## src/rtl/button_debounce.sv

```systemverilog
// Push-button conditioner: per-channel 2-FF synchroniser, counter debounce,
// debounced level plus one-cycle press/release pulses and an aggregate press event.
module button_debounce #(
   parameter int unsigned NUM_BTN         = 4,
   parameter int unsigned DEBOUNCE_CYCLES = 500000,
   parameter int unsigned CNT_WIDTH       = 20,
   parameter bit          ACTIVE_LOW      = 1'b0
) (
   input  logic               clk,
   input  logic               rst,
   input  logic [NUM_BTN-1:0] btn_i,
   output logic [NUM_BTN-1:0] btn_o,
   output logic [NUM_BTN-1:0] press_o,
   output logic [NUM_BTN-1:0] release_o,
   output logic               evt_o
);

   localparam logic [CNT_WIDTH-1:0] CNT_LAST = CNT_WIDTH'(DEBOUNCE_CYCLES - 1);
   localparam logic [NUM_BTN-1:0]   POL      = {NUM_BTN{ACTIVE_LOW}};

   logic [NUM_BTN-1:0]   s1;
   logic [NUM_BTN-1:0]   s2;
   logic [CNT_WIDTH-1:0] cnt     [NUM_BTN];
   logic [CNT_WIDTH-1:0] cnt_nxt [NUM_BTN];
   logic [NUM_BTN-1:0]   differ;
   logic [NUM_BTN-1:0]   accept;
   logic [NUM_BTN-1:0]   btn_nxt;
   logic [NUM_BTN-1:0]   press_nxt;
   logic [NUM_BTN-1:0]   release_nxt;

   // Per-channel qualification: any sample equal to the current level restarts the count.
   always_comb begin
      differ = s2 ^ btn_o;
      accept = '0;
      for (int i = 0; i < int'(NUM_BTN); i++) begin
         cnt_nxt[i] = '0;
         accept[i]  = differ[i] && (cnt[i] == CNT_LAST);
         if (differ[i] && !accept[i]) begin
            cnt_nxt[i] = cnt[i] + CNT_WIDTH'(1);
         end
      end
      btn_nxt     = btn_o ^ accept;
      press_nxt   = accept & s2;
      release_nxt = accept & ~s2;
   end

   always_ff @(posedge clk) begin
      if (rst) begin
         s1        <= '0;
         s2        <= '0;
         btn_o     <= '0;
         press_o   <= '0;
         release_o <= '0;
         evt_o     <= 1'b0;
         for (int i = 0; i < int'(NUM_BTN); i++) begin
            cnt[i] <= '0;
         end
      end else begin
         s1        <= btn_i ^ POL;
         s2        <= s1;
         btn_o     <= btn_nxt;
         press_o   <= press_nxt;
         release_o <= release_nxt;
         evt_o     <= |press_nxt;
         for (int i = 0; i < int'(NUM_BTN); i++) begin
            cnt[i] <= cnt_nxt[i];
         end
      end
   end

endmodule

```

## config.mk

```make
export PLATFORM = sky130hd
export DESIGN_NAME = button_debounce
export DESIGN_NICKNAME = d
export VERILOG_FILES = /design/src/rtl/button_debounce.sv
export SDC_FILE = /design/constraint.sdc
export NUM_CORES = 1
export LEC_CHECK = 0
export CORE_MARGIN = 4
export CORE_UTILIZATION = 45
export CTS_BUF_LIST = sky130_fd_sc_hd__clkbuf_4
export DETAILED_ROUTE_END_ITERATION = 7
export GPL_TIMING_DRIVEN = 0
export PLACE_DENSITY = 0.66
export SYNTH_ARGS = -nofsm -noshare
export SYNTH_HDL_FRONTEND = slang
export SYNTH_SLANG_ARGS = --single-unit
```

## constraint.sdc

```tcl
create_clock -name clk -period 3.75 [get_ports clk]
set_input_delay 0.5625 -clock clk [delete_from_list [all_inputs] [get_ports clk]]
set_output_delay 0.5625 -clock clk [all_outputs]
set_load 0.02 [all_outputs]
```

==> metrics.md <==
| Metric | Value |
|---|---|
| Netlist cell types | 42 |
| CP cell instances | ha_1, and4_1, clkbuf_1, nand4_1, o21ai_2, clkbuf_1, nor2_1 |
| VDD IR max | 0.1977 mV |
| Slowest-stage cell, CP | o21ai_2 |
| NetSw | 361.9 uW |
| Global Route Usage Sum | 0.1602 |
| Pre-antenna DRT Iters | 6 |
| Largest delay share family, worst path | buffers and inverters |
| Vias in the first global route | 3246 |
| Vias per inst | 5.372 |
| Finished Cell Area | 0.004880 mm^2 |
| Leak pwr | 1.430 nW |
| Core ar. | 0.009415 mm^2 |
| CP peak stage delay | 0.46 ns |
| WP buf/inv | 2 |
| RSZ-0062 raised after global routing | false |
| Met1 WL | 4231 um |
| Clock H-tree levels | 3 |
| Int Pwr | 1.304 mW |
| Mapped Avg Cell Area | 8.846 um^2 |
| Final core utilization | 0.5183 |
| Max Fclk | 419.7 MHz |
| # fillers | 919 |
| Status | completed |
| FFs w/ async S/R, synth | 0 |
| Post-Synthesis Cells | 499 |
| Setup-failing EPs final | 0 |
| Overall power | 1.666 mW |
| Arr. time, crit path | 2.72 ns |
| #FFs+latches synth | 101 |
| Max layer used | met4 |
| Layout cells sized above 1 | 0.06767 |
| Crit. End Element | register |
| Clk Latency, worst-skew pair | 0.45 ns |
| Die area | 0.01146 mm^2 |
| Crit-path max FO | 10 |
| Fin. Hold Viols | 0 |
| Clk_skew | 0.01808 ns |
| Worst setup margin | 1.367 ns |
| Drt first-iter violations | 118 |
| Non-filler instance count after layout | 661 |
| Starting density of the core | 0.4688 |
| Dpl hpwl | 6201 um |
| Largest net degree at the start of global routing | 16 |
| Final #Nets | 537 |
| CTS Buf Count | 9 |
| Final ANT Viol Nets | 0 |
| Final Max Slew Viols | 0 |
| Clock net sink count | 101 |
| Via Count | 3551 |
| Dpl ws | 1.396 ns |
| Register area share after synthesis | 0.4580 |
| Gate power share | 0.016 |
| WL final | 8632 um |
| Slew HR | 0.6771 |
| CTS max path bufs | 2 |
| PwrDens | 341.4 mW/mm^2 |
| Synth Flop Type | dfxtp_1 |
| Placed Instances | 645 |
| Core Rows | 35 |
| Max-capacitance violation count | 0 |
| Post-synthesis cell area | 0.004414 mm^2 |
| DIE WIDTH | 107.0 um |
| Clock transition at path regs | 0.15 ns |
| Io pins | 19 |
| Buffers on Ports | 17 |
| Clock network fraction of design power | 0.335 |
| Residual DRC | 0 |
| EDFF count, synth | 0 |
| RD Place Congestion | 0.8181 |
| Initial antenna violation count | 0 |
| Worst Max-Slew Pin Slew | 0.4842 ns |
| Worst hold path type | register to register |
| Seq pwr share | 0.650 |
| CP Launch Type | register |
| Setup Fix Bufs, Post-CTS | 0 |
| Most frequent cells in the layout | 101 x dfxtp_1, 63 x nor2_1, 29 x nand3_1, 29 x xnor2_1, 27 x a21oi_1 |
| Final critical-path share of the clock period | 0.6354 |
| Hold_ws | 0.4463 ns |
| Syn_nets | 509 |
| WL/cell | 13.06 um |
| Resize count post-CTS | 0 |
| CTS tree | done |
| Most used cell, CP | clkbuf_1 |
| P&R area growth vs syn | 10.54% |
| N_diodes | 0 |
| Grt total ovfl | 0 |
| Clock Tree Root | clkbuf_4 |
| Most common cell after layout, fill and taps aside | dfxtp_1 |
| Sw frac | 0.2172 |
| Met3 WL | 285 um |
| WP data required | 4.08 ns |
| Yosys warning count | 0 |
| Post-layout min period | 2.383 ns |
| TNS Setup | 0 ns |
| Global-route wire length before repair | 14990 um |
| Met2 wire length | 4005 um |
| WS Path Type | register to register |
| DP Area | 0.004746 mm^2 |
| Die height | 107.0 um |
| Hold-fix buffers, CTS | 0 |
-- cells by family (layout without fill, tap and decap cells) --
family / Yosys count / in the layout / synth area share
simple gates: 250 / 250 / 0.3155
xor+xnor: 52 / 52 / 0.1032
buf+inv: 33 / 66 / 0.03231
fa+ha+maj: 4 / 4 / 0.01134
compound gates: 59 / 59 / 0.07965
flops: 101 / 101 / 0.4581
-- cell usage after synthesis, types with 12 or more instances --
library cell,number,area (um^2)
dfxtp_1,101,2022
nor2_1,63,236.5
nand3_1,29,145.1
xnor2_1,29,254.0
a21oi_1,27,135.1
nand2_1,26,97.59
nand4_1,23,143.9
xor2_1,23,201.4
or4_1,17,127.6
nor4_1,16,100.1
nor3_1,14,70.07
o21ai_0,13,65.06
o31ai_1,13,97.59
or3_1,13,81.33
clkbuf_1,12,45.04
inv_1,12,45.04
-- sequential cells by signal (all words and copies together), names as in the netlist, named ones only --
signal / count
cnt: 80
release_o: 4
s1: 4
s2: 4
press_o: 4
evt_o: 1
-- power by group through the flow --
stage | registers, mW | logic (mW) | clock network (mW)
2_1_floorplan | 1.10 | 0.0168 | 0
3_3_place_gp | 1.11 | 0.0262 | 0
3_5_place_dp | 1.11 | 0.0268 | 0
4_1_cts | 1.08 | 0.0269 | 0.578
5_1_grt | 1.08 | 0.0294 | 0.627
6_report | 1.08 | 0.0264 | 0.557
-- layer usage --
| layer | GRT usage | vias to the layer above |
|---|---|---|
| li1 | - | 1840 |
| met3 | 0.04576 | 9 |
| met2 | 0.2502 | 40 |
| met4 | 0.04658 | 0 |
| met5 | 0 | - |
| met1 | 0.2155 | 1662 |
-- area by class of cell --
cell class,count,area [um^2],area share
well taps,129,161.4,0.03308
clock buffers,11,82.58,0.01692
clock inverters,5,51.30,0.01051
plain buffers,21,97.59,0.02000
multi-input cells,365,2250,0.4610
flip-flops and latches,101,2022,0.4144
repair buffers,17,170.2,0.03487
inverters,12,45.04,0.009231
-- worst paths after layout --
path | cells after the start | from | slack (ns) | endpoint
hold reg to reg | 1 | s1[0]$_SDFF_PP0_ | 0.45 | s2[0]$_SDFF_PP0_
setup reg to reg | 7 | cnt[0][1]$_SDFF_PP0_ | 1.37 | cnt[0][12]$_SDFF_PP0_
hold / removal | 1 | s1[0]$_SDFF_PP0_ | 0.45 | s2[0]$_SDFF_PP0_
setup / recovery | 7 | cnt[0][1]$_SDFF_PP0_ | 1.37 | cnt[0][12]$_SDFF_PP0_
Note: power is estimated with default switching activity, not from simulation.
